`src/rtl/mcp_bus_pkg.sv`:
```
// Shared types and constants for the MCP bus initiator: FSM state encoding,
// default timings, pin idle levels and the phase-length helper.
package mcp_bus_pkg;

    typedef enum logic [2:0] {
        ST_RSTP,
        ST_IDLE,
        ST_SETUP,
        ST_RDS,
        ST_WRS,
        ST_HOLD,
        ST_REC
    } state_e;

    localparam int unsigned CNT_W   = 5;
    localparam int unsigned CNT_MAX = 31;

    localparam int unsigned DEF_AB    = 20;
    localparam int unsigned DEF_W     = 16;
    localparam int unsigned DEF_T_AS  = 1;
    localparam int unsigned DEF_T_RD  = 8;
    localparam int unsigned DEF_T_WP  = 5;
    localparam int unsigned DEF_T_WH  = 1;
    localparam int unsigned DEF_T_REC = 2;
    localparam int unsigned DEF_T_RST = 20;

    // Idle levels of the control pins; strobes and chip enables are active-low
    // except CE2s, and RY_XBY idles high (flash ready).
    localparam logic PIN_OFF_N = 1'b1;
    localparam logic CE2_OFF   = 1'b0;
    localparam logic RY_IDLE   = 1'b1;

    // Final counter value of a phase lasting t cycles. A zero length still
    // costs one cycle; lengths beyond the counter range clip at its ceiling.
    function automatic logic [CNT_W-1:0] phase_last(input int unsigned t);
        if (t <= 1) begin
            return '0;
        end
        if (t > CNT_MAX + 1) begin
            return '1;
        end
        return CNT_W'(t - 1);
    endfunction

endpackage

```
`src/rtl/mcp_sync2.sv`:
```
// Two-flop synchronizer for a single asynchronous level input.
module mcp_sync2
    import mcp_bus_pkg::*;
#(
    parameter logic RST_VAL = RY_IDLE
) (
    input  logic clk,
    input  logic srst,
    input  logic d,
    output logic q
);

    logic meta_q, meta_d;
    logic sync_q, sync_d;

    always_comb begin
        meta_d = d;
        sync_d = meta_q;
    end

    always_ff @(posedge clk) begin
        if (srst) begin
            meta_q <= RST_VAL;
            sync_q <= RST_VAL;
        end else begin
            meta_q <= meta_d;
            sync_q <= sync_d;
        end
    end

    assign q = sync_q;

endmodule

```
`src/rtl/mcp_bus_initiator.sv`:
```
// Host-side initiator for the MCP flash+SRAM bus: one request at a time, turned
// into chip-enable/strobe sequences timed by a single saturating phase counter.
module mcp_bus_initiator
    import mcp_bus_pkg::*;
#(
    parameter int unsigned AB       = DEF_AB,
    parameter int unsigned W        = DEF_W,
    parameter int unsigned T_AS     = DEF_T_AS,
    parameter int unsigned T_RD     = DEF_T_RD,
    parameter int unsigned T_WP     = DEF_T_WP,
    parameter int unsigned T_WH     = DEF_T_WH,
    parameter int unsigned T_REC    = DEF_T_REC,
    parameter int unsigned T_RST    = DEF_T_RST,
    parameter int unsigned WAIT_RDY = 0
) (
    input  logic          CLK,
    input  logic          RESET,
    input  logic          REQ_VALID,
    output logic          REQ_READY,
    input  logic          REQ_WR,
    input  logic          REQ_SEL,
    input  logic [AB-1:0] REQ_ADDR,
    input  logic          REQ_SA,
    input  logic [W-1:0]  REQ_WDATA,
    input  logic [1:0]    REQ_BE,
    output logic          RSP_VALID,
    output logic [W-1:0]  RSP_RDATA,
    output logic          FLASH_BUSY,
    output logic [AB-1:0] A,
    output logic          SA,
    output logic [W-1:0]  DQ_O,
    output logic          DQ_OE,
    input  logic [W-1:0]  DQ_I,
    output logic          XCEf,
    output logic          XCE1s,
    output logic          CE2s,
    output logic          XOE,
    output logic          XWE,
    output logic          XLB,
    output logic          XUB,
    output logic          XRESET,
    output logic          XWP,
    output logic          CIOf,
    output logic          CIOs,
    input  logic          RY_XBY
);

    localparam logic [CNT_W-1:0] LAST_AS  = phase_last(T_AS);
    localparam logic [CNT_W-1:0] LAST_RD  = phase_last(T_RD);
    localparam logic [CNT_W-1:0] LAST_WP  = phase_last(T_WP);
    localparam logic [CNT_W-1:0] LAST_WH  = phase_last(T_WH);
    localparam logic [CNT_W-1:0] LAST_REC = phase_last(T_REC);
    localparam logic [CNT_W-1:0] LAST_RST = phase_last(T_RST);

    state_e           state_q, state_d;
    logic [CNT_W-1:0] cnt_q, cnt_d;
    logic [AB-1:0]    addr_q, addr_d;
    logic             sa_q, sa_d;
    logic [W-1:0]     wdata_q, wdata_d;
    logic [W-1:0]     rdata_q, rdata_d;
    logic [1:0]       be_q, be_d;
    logic             sel_q, sel_d;
    logic             wr_q, wr_d;
    logic             nop_q, nop_d;

    logic             ry_sync;
    logic             flash_busy;
    logic             ready;
    logic [CNT_W-1:0] cnt_last;
    logic             phase_done;
    logic             ce_on;

    mcp_sync2 #(.RST_VAL(RY_IDLE)) u_ry_sync (
        .clk  (CLK),
        .srst (RESET),
        .d    (RY_XBY),
        .q    (ry_sync)
    );

    assign flash_busy = ~ry_sync;

    always_comb begin
        cnt_last = '0;
        case (state_q)
            ST_RSTP:  cnt_last = LAST_RST;
            ST_SETUP: cnt_last = LAST_AS;
            ST_RDS:   cnt_last = LAST_RD;
            ST_WRS:   cnt_last = LAST_WP;
            ST_HOLD:  cnt_last = LAST_WH;
            ST_REC:   cnt_last = LAST_REC;
            default:  cnt_last = '0;
        endcase
        phase_done = (cnt_q == cnt_last);
    end

    always_comb begin
        state_d = state_q;
        cnt_d   = (cnt_q == '1) ? cnt_q : cnt_q + CNT_W'(1);
        addr_d  = addr_q;
        sa_d    = sa_q;
        wdata_d = wdata_q;
        rdata_d = rdata_q;
        be_d    = be_q;
        sel_d   = sel_q;
        wr_d    = wr_q;
        nop_d   = nop_q;
        ready   = 1'b0;

        case (state_q)
            ST_RSTP: begin
                if (phase_done) state_d = ST_IDLE;
            end
            ST_IDLE: begin
                ready = !((WAIT_RDY != 32'd0) && !REQ_SEL && flash_busy);
                if (REQ_VALID && ready) begin
                    addr_d  = REQ_ADDR;
                    sa_d    = REQ_SA;
                    wdata_d = REQ_WDATA;
                    be_d    = REQ_BE;
                    sel_d   = REQ_SEL;
                    wr_d    = REQ_WR;
                    // An SRAM write with no byte lanes has nothing to strobe:
                    // complete it straight away without touching the pins.
                    nop_d   = REQ_SEL && REQ_WR && (REQ_BE == 2'b00);
                    state_d = nop_d ? ST_HOLD : ST_SETUP;
                end
            end
            ST_SETUP: begin
                if (phase_done) state_d = wr_q ? ST_WRS : ST_RDS;
            end
            ST_RDS: begin
                if (phase_done) begin
                    rdata_d = DQ_I;
                    state_d = ST_HOLD;
                end
            end
            ST_WRS: begin
                if (phase_done) state_d = ST_HOLD;
            end
            ST_HOLD: begin
                if (phase_done || nop_q) state_d = ST_REC;
            end
            ST_REC: begin
                if (phase_done) state_d = ST_IDLE;
            end
            default: state_d = ST_RSTP;
        endcase

        if (state_d != state_q) cnt_d = '0;
    end

    always_ff @(posedge CLK) begin
        if (RESET) begin
            state_q <= ST_RSTP;
            cnt_q   <= '0;
            addr_q  <= '0;
            sa_q    <= 1'b0;
            wdata_q <= '0;
            rdata_q <= '0;
            be_q    <= 2'b00;
            sel_q   <= 1'b0;
            wr_q    <= 1'b0;
            nop_q   <= 1'b0;
        end else begin
            state_q <= state_d;
            cnt_q   <= cnt_d;
            addr_q  <= addr_d;
            sa_q    <= sa_d;
            wdata_q <= wdata_d;
            rdata_q <= rdata_d;
            be_q    <= be_d;
            sel_q   <= sel_d;
            wr_q    <= wr_d;
            nop_q   <= nop_d;
        end
    end

    // Pins are decoded from registered state only, so they change on clock edges.
    always_comb begin
        XCEf      = PIN_OFF_N;
        XCE1s     = PIN_OFF_N;
        CE2s      = CE2_OFF;
        XOE       = PIN_OFF_N;
        XWE       = PIN_OFF_N;
        XLB       = PIN_OFF_N;
        XUB       = PIN_OFF_N;
        XRESET    = PIN_OFF_N;
        DQ_OE     = 1'b0;
        RSP_VALID = 1'b0;

        ce_on = (state_q == ST_SETUP) || (state_q == ST_RDS) || (state_q == ST_WRS) ||
                ((state_q == ST_HOLD) && !nop_q);

        if (ce_on) begin
            if (sel_q) begin
                XCE1s = 1'b0;
                CE2s  = 1'b1;
                XLB   = ~be_q[0];
                XUB   = ~be_q[1];
            end else begin
                XCEf  = 1'b0;
            end
            DQ_OE = wr_q;
        end

        case (state_q)
            ST_RSTP: XRESET    = 1'b0;
            ST_RDS:  XOE       = 1'b0;
            ST_WRS:  XWE       = 1'b0;
            ST_HOLD: RSP_VALID = (cnt_q == '0);
            default: ;
        endcase
    end

    assign REQ_READY  = ready;
    assign RSP_RDATA  = rdata_q;
    assign FLASH_BUSY = flash_busy;
    assign A          = addr_q;
    assign SA         = sa_q;
    assign DQ_O       = wdata_q;
    assign XWP        = 1'b1;
    assign CIOf       = 1'b1;
    assign CIOs       = 1'b1;

endmodule

```
`config.mk`:
```
export PLATFORM = sky130hd
export DESIGN_NAME = mcp_bus_initiator
export DESIGN_NICKNAME = d
export VERILOG_FILES = /design/src/rtl/mcp_bus_pkg.sv /design/src/rtl/mcp_sync2.sv /design/src/rtl/mcp_bus_initiator.sv
export SDC_FILE = /design/constraint.sdc
export NUM_CORES = 1
export LEC_CHECK = 0
export CORE_MARGIN = 2
export CORE_UTILIZATION = 30
export CTS_BUF_LIST = sky130_fd_sc_hd__clkbuf_8
export DETAILED_ROUTE_END_ITERATION = 8
export PLACE_DENSITY = 0.6
export SLEW_MARGIN = 25
export SYNTH_ARGS = -nofsm -noshare
export SYNTH_HDL_FRONTEND = slang
export SYNTH_SLANG_ARGS = --single-unit
```
`constraint.sdc`:
```
create_clock -name CLK -period 2.64 [get_ports CLK]
set_clock_uncertainty 0.2 [all_clocks]
set_input_delay 0.792 -clock CLK [delete_from_list [all_inputs] [get_ports CLK]]
set_output_delay 0.792 -clock CLK [all_outputs]
set_load 0.01 [all_outputs]
```
==> results_dict.tcl, run 1 <==
set metrics [dict create \
    min_period_over_period_pct 97.11 \
    wl_per_cell_um 13.27 \
    clk_pin_slew_ns 0.07 \
    drc 0 \
    grt_antenna_before_repair 0 \
    synth_area_leaders "dfxtp_1 (48%), nand2_1 (12%), a21oi_1 (8.0%)" \
    synth.distinct_cells 43 \
    synth_cells 340 \
    regToRegSetupSlack_ns 0.43 \
    drt_iter0_drc 72 \
    synth_top_area_share_pct 48.33 \
    pre_cts_slack_ns 0.01292 \
    die_w_um 100.9 \
    grt_max_degree 42 \
    grt_pass1_vias 2589 \
    worst_ir_drop_vdd_mv 0.2542 \
    synth_area_sq_mm 0.002816 \
    slew_viol_final 0 \
    hold_class "reg2reg" \
    hold_path_end "u_ry_sync.q" \
    maxCapViolCount 0 \
    cp-start-kind "register" \
    grt_pass1_wl_mm 12.28 \
    routed_via_density 4.496 \
    hold_path.startpoint "u_ry_sync.meta_q" \
    insertion_delay_ns 0.34 \
    cp.required_ns 1.65 \
    p_leak_nw 1.685 \
    grt_overflow 0 \
    critPathMaxFanout 13 \
    r2r_start "state_q[1]" \
    initial_core_util_pct 30.77 \
    cp_cell_sequence "buf_4, or3b_1, dlygate4sd2_1" \
    fin_crit_ns 2.564 \
    track_usage_pct 14.94 \
    synth_area_per_cell_sq_um 8.284 \
    finalSetupViolCount 0 \
    path_buf_inv 2 \
    rows 35 \
    firstDrtPassIters 5 \
    yosysMostFrequentCell "nand2_1" \
    routed_wl_mm 7.734 \
    reg2reg_to "RSP_RDATA[10]" \
    synth_edf_count 0 \
    port-buffer-count 125 \
    final_core_util_pct 48.26 \
    fin_cells 583 \
    clock-sinks 68 \
    num_antenna_cells 0 \
    seq_area_frac_synth_pct 48.33 \
    synthArstFlopShare_pct 0 \
    finalHoldViolCount 0 \
    num_vias 2621 \
    ctsHtreeMaxLevel 3 \
    holdWs_ns 0.2228 \
    min_path_cells 1 \
    clock_path_buffers 2 \
    critPathSlowestCell "or3b_1" \
    tns_ns 0 \
    yosysWarningCount 0 \
    cp.arrival_ns 1.57 \
    cpPeakStageDelay_ns 0.38 \
    final.setup.worst_slack_ns 0.07633 \
    ys_ff_latch 68 \
    cts_tree "yes" \
    design.core.area_sq_mm 0.009153 \
    gp_congestion 0.8128 \
    r2r_cells 8 \
    detail-route-antenna-nets 0 \
    rsz0062_at_grt "no" \
    crit_family "buffers and inverters" \
    syn_to_final_growth_pct 56.82 \
    yosysTopAreaCell "dfxtp_1" \
    io_pins 129 \
    cts_setup_buffers 0 \
    final_layout_size_suffix_gt1_share_pct 9.322 \
    synthFlopType "dfxtp_1" \
    dp_hpwl_mm 5.456 \
    die_h_um 100.9 \
    numCtsBuffers 9 \
    critPathKind "reg2out" \
    fillers 915 \
    powerDensity_mw_per_mm2 467.1 \
    nNetsFinal 532 \
    endpoint_kind "output pin" \
    dieArea_sq_mm 0.01018 \
    placed_cells 568 \
    max_freq_mhz 390.1 \
    cts_hold_buffers 0 \
    cts-root-buf "clkbuf_8" \
    status "finished, final reports clean" \
    synth_commonest_cells "nand2_1 (91), dfxtp_1 (68), a21oi_1 (45)" \
]
## report_power, final
group	internal [mW]	switching, mW
clock	0.452	0.397
combinational	0.111	0.0655
sequential	1.03	0.00430
total	1.60	0.466
## layer usage
metal | vias up | global-route usage (%) | part of all wire (%)
met3 | 9 | 4.924 | 6.6
li1 | 1365 | - | -
met1 | 1175 | 17.97 | 42
met5 | - | 0 | 0
met2 | 72 | 25.85 | 50
met4 | 0 | 3.534 | 1.1
## placed cells by master, fill, tap and decap left out, types with 4 or more instances in the layout
master,instances
clkdlybuf4s50_1,113
nand2_1,91
dfxtp_1,67
a21oi_1,45
nor2_1,24
mux2i_1,20
buf_4,16
clkbuf_8,10
dlygate4sd2_1,10
inv_1,7
nand2b_1,5
nor2b_1,5
nand3_1,4
## worst reg2reg max path, cell delays in order (launching register included)
cell and delay (ns):
dfxtp_2 0.35, buf_4 0.16, nor2b_1 0.17, a211o_1 0.28, a31o_2 0.26, nand4_1 0.09
buf_4 0.29, mux2i_1 0.24, nor2_1 0.06
## sequential cells by signal, indices dropped and copies added (netlist names), 2 cells and up
| signal | cells |
|---|---|
| A | 20 |
| DQ_O | 16 |
| RSP_RDATA | 16 |
| be_q | 2 |
| cnt_q | 5 |
| state_q | 3 |
## stage by stage
stage / power (mW) / area, sq um
after floorplan: 1.128 / 2824
after global placement: 1.238 / 4207
after detailed placement: 1.238 / 4207
after CTS: 2.089 / 4415
after global routing: 2.145 / 4417
final: 2.063 / 4417
## cells by family (layout without fill, tap and decap cells)
| logic type | after synthesis | in the layout | share of synthesized area [%] |
|---|---|---|---|
| other | 1 | 3 | 0.1331 |
| adders and majority gates | 3 | 3 | 1.333 |
| AOI/OAI and AO/OA | 61 | 61 | 12.26 |
| xor gates and xnor gates | 4 | 4 | 1.244 |
| DFF | 68 | 68 | 48.33 |
| muxes | 20 | 20 | 7.108 |
| and+or+nand+nor | 150 | 150 | 23.72 |
| buffers and inverters | 33 | 163 | 5.864 |
## cell type report
| class | count | area (sq um) | share of cell area [%] |
|---|---|---|---|
| repair buffers | 142 | 1374 | 31.10 |
| flip-flops and latches | 68 | 1363 | 30.85 |
| multi-input cells | 241 | 1328 | 30.06 |
| well taps | 111 | 138.9 | 3.144 |
| clock buffers | 10 | 137.6 | 3.116 |
| clock inverters | 5 | 53.80 | 1.218 |
| inverters | 6 | 22.52 | 0.5099 |
## repair_timing
action,in CTS,in global routing
setup endpoints to repair,11,1
hold endpoints to repair,0,0
gates resized for setup,20,1
## worst max path at each step
stage / start / endpoint / slack (ns) / cells past startpoint
after floorplan: state_q[2] / XLB / 0.13 / 5
after global placement: state_q[2] / XLB / 0.05 / 5
after detailed placement: state_q[2] / XLB / 0.01 / 5
after CTS: state_q[2] / RSP_VALID / 0.06 / 5
after global routing: state_q[2] / XWE / 0.008 / 3
final: state_q[2] / XWE / 0.08 / 3
(Power assumes the default switching activity.)
==> run 2, diff against run 1 <==
--- a/config.mk
+++ b/config.mk
@@ -5,6 +5,7 @@
 export SDC_FILE = /design/constraint.sdc
 export NUM_CORES = 1
 export LEC_CHECK = 0
+export CORE_ASPECT_RATIO = 0.9
 export CORE_MARGIN = 2
 export CORE_UTILIZATION = 30
 export CTS_BUF_LIST = sky130_fd_sc_hd__clkbuf_8
==> results_dict.tcl, run 2 (synthesis results as in run 1) <==
set metrics [dict create \
    status "finished, final reports clean" \
    io_pins 129 \
    drt_iter0_drc 54 \
    grt_use_met3_pct 6.567 \
    cts_setup_buffers 0 \
    pre_cts_slack_ns -0.04843 \
    ctsHtreeMaxLevel 3 \
    final.setup.worst_slack_ns 0.09123 \
    endpoint_kind "output pin" \
    port-buffer-count 125 \
    finalHoldViolCount 0 \
    holdWs_ns 0.2277 \
    critPathMaxFanout 7 \
    cp-start-kind "register" \
    finalSetupViolCount 0 \
    tns_ns 0 \
    met1_usage_pct 16.96 \
    critPathKind "reg2out" \
    cp.required_ns 1.65 \
    wl_per_cell_um 12.65 \
    maxCapViolCount 0 \
    num_antenna_cells 0 \
    fin_crit_ns 2.549 \
    p_leak_nw 1.687 \
    p_sw_mw 0.4889 \
    clock-sinks 68 \
    grt_overflow 0 \
    p_int_mw 1.583 \
    routed_wl_mm 7.526 \
    powerDensity_mw_per_mm2 466.9 \
    design.core.area_sq_mm 0.009125 \
    final_common_cell "clkdlybuf4s50_1" \
    clockPowerShare_pct 41.5 \
    syn_to_final_growth_pct 57.57 \
    rsz0062_at_grt "no" \
    numCtsBuffers 9 \
    detail-route-antenna-nets 0 \
    firstDrtPassIters 4 \
    drc 0 \
    routed_via_density 4.582 \
    largest_register_ff_count 20 \
    die_h_um 95.92 \
    worst_pin_slew_ns 0.5074 \
    grt_pass1_wl_mm 11.84 \
    seqPwrFrac_pct 50.2 \
    insertion_delay_ns 0.33 \
    switching_share_pct 23.59 \
    use_met2_pct 24.73 \
    num_vias 2726 \
    hold_class "reg2reg" \
    die_w_um 106.1 \
    fillers 908 \
    max_freq_mhz 392.3 \
    dp_hpwl_mm 5.324 \
    grt_pass1_vias 2536 \
    nNetsFinal 532 \
    cp.arrival_ns 1.56 \
    cts_tree "yes" \
    cts_hold_buffers 0 \
    clk_pin_slew_ns 0.09 \
    worst_ir_drop_vdd_mv 0.2883 \
    cts-root-buf "clkbuf_8" \
    gr-max-usage-layer "met2" \
    grt_antenna_before_repair 0 \
    slew_headroom_pct 66.18 \
    dieArea_sq_mm 0.01018 \
    min_period_over_period_pct 96.54 \
    track_usage_pct 14.57 \
    rows 33 \
    initial_core_util_pct 30.87 \
    grt_max_degree 43 \
    clock_path_buffers 2 \
    final_cell_mix "clkdlybuf4s50_1 (113), nand2_1 (91), dfxtp_1 (66)" \
    final_layout_size_suffix_gt1_share_pct 9.725 \
    gp_congestion 0.9146 \
    slew_viol_final 0 \
    combPwrFrac_pct 8.4 \
]
[run 2: changes by cell type in the layout (fill, tap and decap cells not counted), sizes merged]
cell	previous run	this run
clkinv	1	3
clkbuf	10	9
[run 2: final timing paths]
check                                       from            end  slack, ns  cells after the start
worst max-delay path                  state_q[1]           XCEf       0.09                      4
worst min-delay path            u_ry_sync.meta_q    u_ry_sync.q       0.23                      1
worst max register to register        state_q[1]  RSP_RDATA[13]       0.43                      8
worst min register to register  u_ry_sync.meta_q    u_ry_sync.q       0.23                      1
[run 2: cell type report]
| class | instances | area [sq um] | share of cell area, % |
|---|---|---|---|
| multi-input combinational | 241 | 1325 | 29.86 |
| timing repair buffer | 142 | 1374 | 30.96 |
| clock inverter | 7 | 76.32 | 1.720 |
| inverter | 6 | 22.52 | 0.5075 |
| tap | 122 | 152.6 | 3.440 |
| sequential | 68 | 1364 | 30.73 |
| clock buffer | 9 | 123.9 | 2.791 |
[run 2: metal layers]
layer | vias up | routed length [um]
met4 | 0 | 43
met3 | 4 | 603
met1 | 1265 | 3277
li1 | 1372 | -
met2 | 85 | 3601
met5 | - | 0
[run 2: what timing repair did]
item,4_1_cts,5_1_grt
setup endpoints to repair,11,1
resized for setup,18,3
gates cloned,0,0
pin swaps,0,0
[run 2: critical path, cell delays in order (launching register included)]
cell           delay [ns]
dfxtp_2              0.41
nand2b_1             0.10
a21boi_4             0.16
or2_2                0.27
dlygate4sd2_1        0.29
[run 2: power by group through the flow]
stage	sequential, mW	combinational, mW	clock (mW)
6_report	1.04	0.173	0.859
5_1_grt	1.04	0.189	0.940
4_1_cts	1.04	0.174	0.897
3_5_place_dp	1.06	0.174	0
3_3_place_gp	1.06	0.173	0
2_1_floorplan	1.06	0.0673	0
[run 2: per-stage QoR]
stage                     total power, mW  std cells  cell area, sq um  util, %
after floorplan                     1.128        342              2824        -
after CTS                           2.111        595              4425    48.50
after global routing                2.171        595              4438    48.64
final                               2.072        595              4438    48.64
after detailed placement            1.237        579              4220    46.25
after global placement              1.237        579              4220    46.25
==> run 3, diff against run 2 <==
==> constraint.sdc (replaced) <==
create_clock -name CLK -period 3.02 [get_ports CLK]
set_clock_uncertainty 0.2 [all_clocks]
set_input_delay 0.906 -clock CLK [delete_from_list [all_inputs] [get_ports CLK]]
set_output_delay 0.906 -clock CLK [all_outputs]
set_load 0.01 [all_outputs]
==> results_dict.tcl, run 3 (synthesis results as in run 1) <==
set metrics [dict create \
    rows 33 \
    port-buffer-count 125 \
    max_freq_mhz 342.2 \
    fin_crit_ns 2.922 \
    grt_overflow 0 \
    endpoint_kind "output pin" \
    total_power_mw 1.782 \
    worst_pin_slew_ns 0.5749 \
    track_usage_pct 14.18 \
    rsz0062_at_grt "yes" \
    routed_wl_mm 7.312 \
    gp_congestion 0.8773 \
    cpPeakStageDelay_ns 0.48 \
    final_core_util_pct 47.99 \
    grt_max_degree 36 \
    final_layout_size_suffix_gt1_share_pct 7.725 \
    grt_pass1_wl_mm 11.51 \
    largest_register_ff_count 20 \
    die_w_um 106.1 \
    hold_path_end "u_ry_sync.q" \
    placed_cells 572 \
    final_common_cell "clkdlybuf4s50_1" \
    design.core.area_sq_mm 0.009125 \
    num_vias 2641 \
    cp.required_ns 1.91 \
    numCtsBuffers 9 \
    dp_hpwl_mm 5.183 \
    slew_headroom_pct 61.67 \
    syn_to_final_growth_pct 55.49 \
    dieArea_sq_mm 0.01018 \
    r2r_start "state_q[2]" \
    cp.arrival_ns 1.82 \
    status "finished, final reports clean" \
    critPathSlowestCell "clkdlybuf4s50_1" \
    cp-startpoint "state_q[2]" \
    insertion_delay_ns 0.33 \
    multi_input_area_sq_mm 0.001314 \
    final_area_sq_mm 0.004379 \
    cts-root-buf "clkbuf_8" \
    cp_cell_sequence "nor2b_2, a21boi_4, or2_2, clkdlybuf4s50_1" \
    grt_pass1_vias 2518 \
    hold_class "reg2reg" \
    worst_ir_drop_vdd_mv 0.2368 \
    tns_ns 0 \
    min_period_over_period_pct 96.76 \
    fin_cells 588 \
    cts_hold_buffers 0 \
    clk_pin_slew_ns 0.07 \
    final.setup.worst_slack_ns 0.09772 \
    regToRegSetupSlack_ns 0.78 \
    ctsHtreeMaxLevel 3 \
    r2r_cells 8 \
    io_pins 129 \
    min_path_cells 1 \
    detail-route-antenna-nets 0 \
    grt_antenna_before_repair 0 \
    clock_path_buffers 2 \
    critPathKind "reg2out" \
    clock-sinks 68 \
    finalSetupViolCount 0 \
    finalHoldViolCount 0 \
    pre_cts_slack_ns 0.1217 \
    firstDrtPassIters 4 \
    reg2reg_to "RSP_RDATA[8]" \
    maxCapViolCount 0 \
    cts_tree "yes" \
    cp-start-kind "register" \
    powerDensity_mw_per_mm2 407.0 \
    slew_viol_final 0 \
    critPathMaxFanout 9 \
    die_h_um 95.92 \
    wl_per_cell_um 12.44 \
    drc 0 \
    hold_path.startpoint "u_ry_sync.meta_q" \
    placed_area_sq_mm 0.004168 \
    routed_via_density 4.491 \
    p_leak_nw 1.662 \
    nNetsFinal 525 \
    fillers 911 \
    layout.area.seq_sq_mm 0.001364 \
    holdWs_ns 0.2114 \
    num_antenna_cells 0 \
    initial_core_util_pct 30.87 \
    drt_iter0_drc 65 \
    final_cell_mix "clkdlybuf4s50_1 (123), nand2_1 (91), dfxtp_1 (66)" \
]
run 3: cell count changes in the layout (fill, tap and decap cells not counted), sizes merged, moves of 2 or more:
cell,delta
buf,-7
dlygate4sd2,-9
clkinvlp,-2
clkdlybuf4s50,+10
run 3: worst max-delay path, delay by kind of cell (launching register included):
family / cells / cell delay, ns
simple gates: 2 / 0.51
buf+inv: 1 / 0.48
flops: 1 / 0.41
compound gates: 1 / 0.09
run 3: layout make-up:
class,count,share of cell area (%)
repair buffers,135,30.43
multi-input cells,241,30.00
flip-flops and latches,68,31.14
well taps,122,3.486
clock inverters,6,1.286
inverters,6,0.5143
clock buffers,10,3.143
run 3: timing repair:
item / 4_1_cts / 5_1_grt
hold endpoints to repair: 0 / 0
gates resized for setup: 5 / 3
pin swaps: 0 / 0
buffers inserted: 0 / 0
setup endpoints to repair: 8 / 7
run 3: per-layer routing:
metal / vias up / track usage (%) / routed length [um]
li1: 1362 / - / -
met1: 1195 / 16.47 / 3215
met2: 82 / 23.88 / 3440
met3: 2 / 6.500 / 625
met4: 0 / 3.618 / 30
met5: - / 0 / 0
run 3: power by group:
part | total [mW] | internal [mW] | switching (mW)
Sequential | 0.916 | 0.903 | 0.0121
Clock | 0.729 | 0.397 | 0.332
Combinational | 0.138 | 0.0905 | 0.0476
run 3: how the worst max path moves through the flow:
stage | endpoint | slack [ns] | cells past startpoint
final | XCEf | 0.1 | 4
after global routing | REQ_READY | -0.02 | 4
after CTS | CE2s | 0.02 | 4
after detailed placement | XLB | 0.12 | 5
after global placement | XLB | 0.15 | 5
after floorplan | XLB | 0.40 | 5
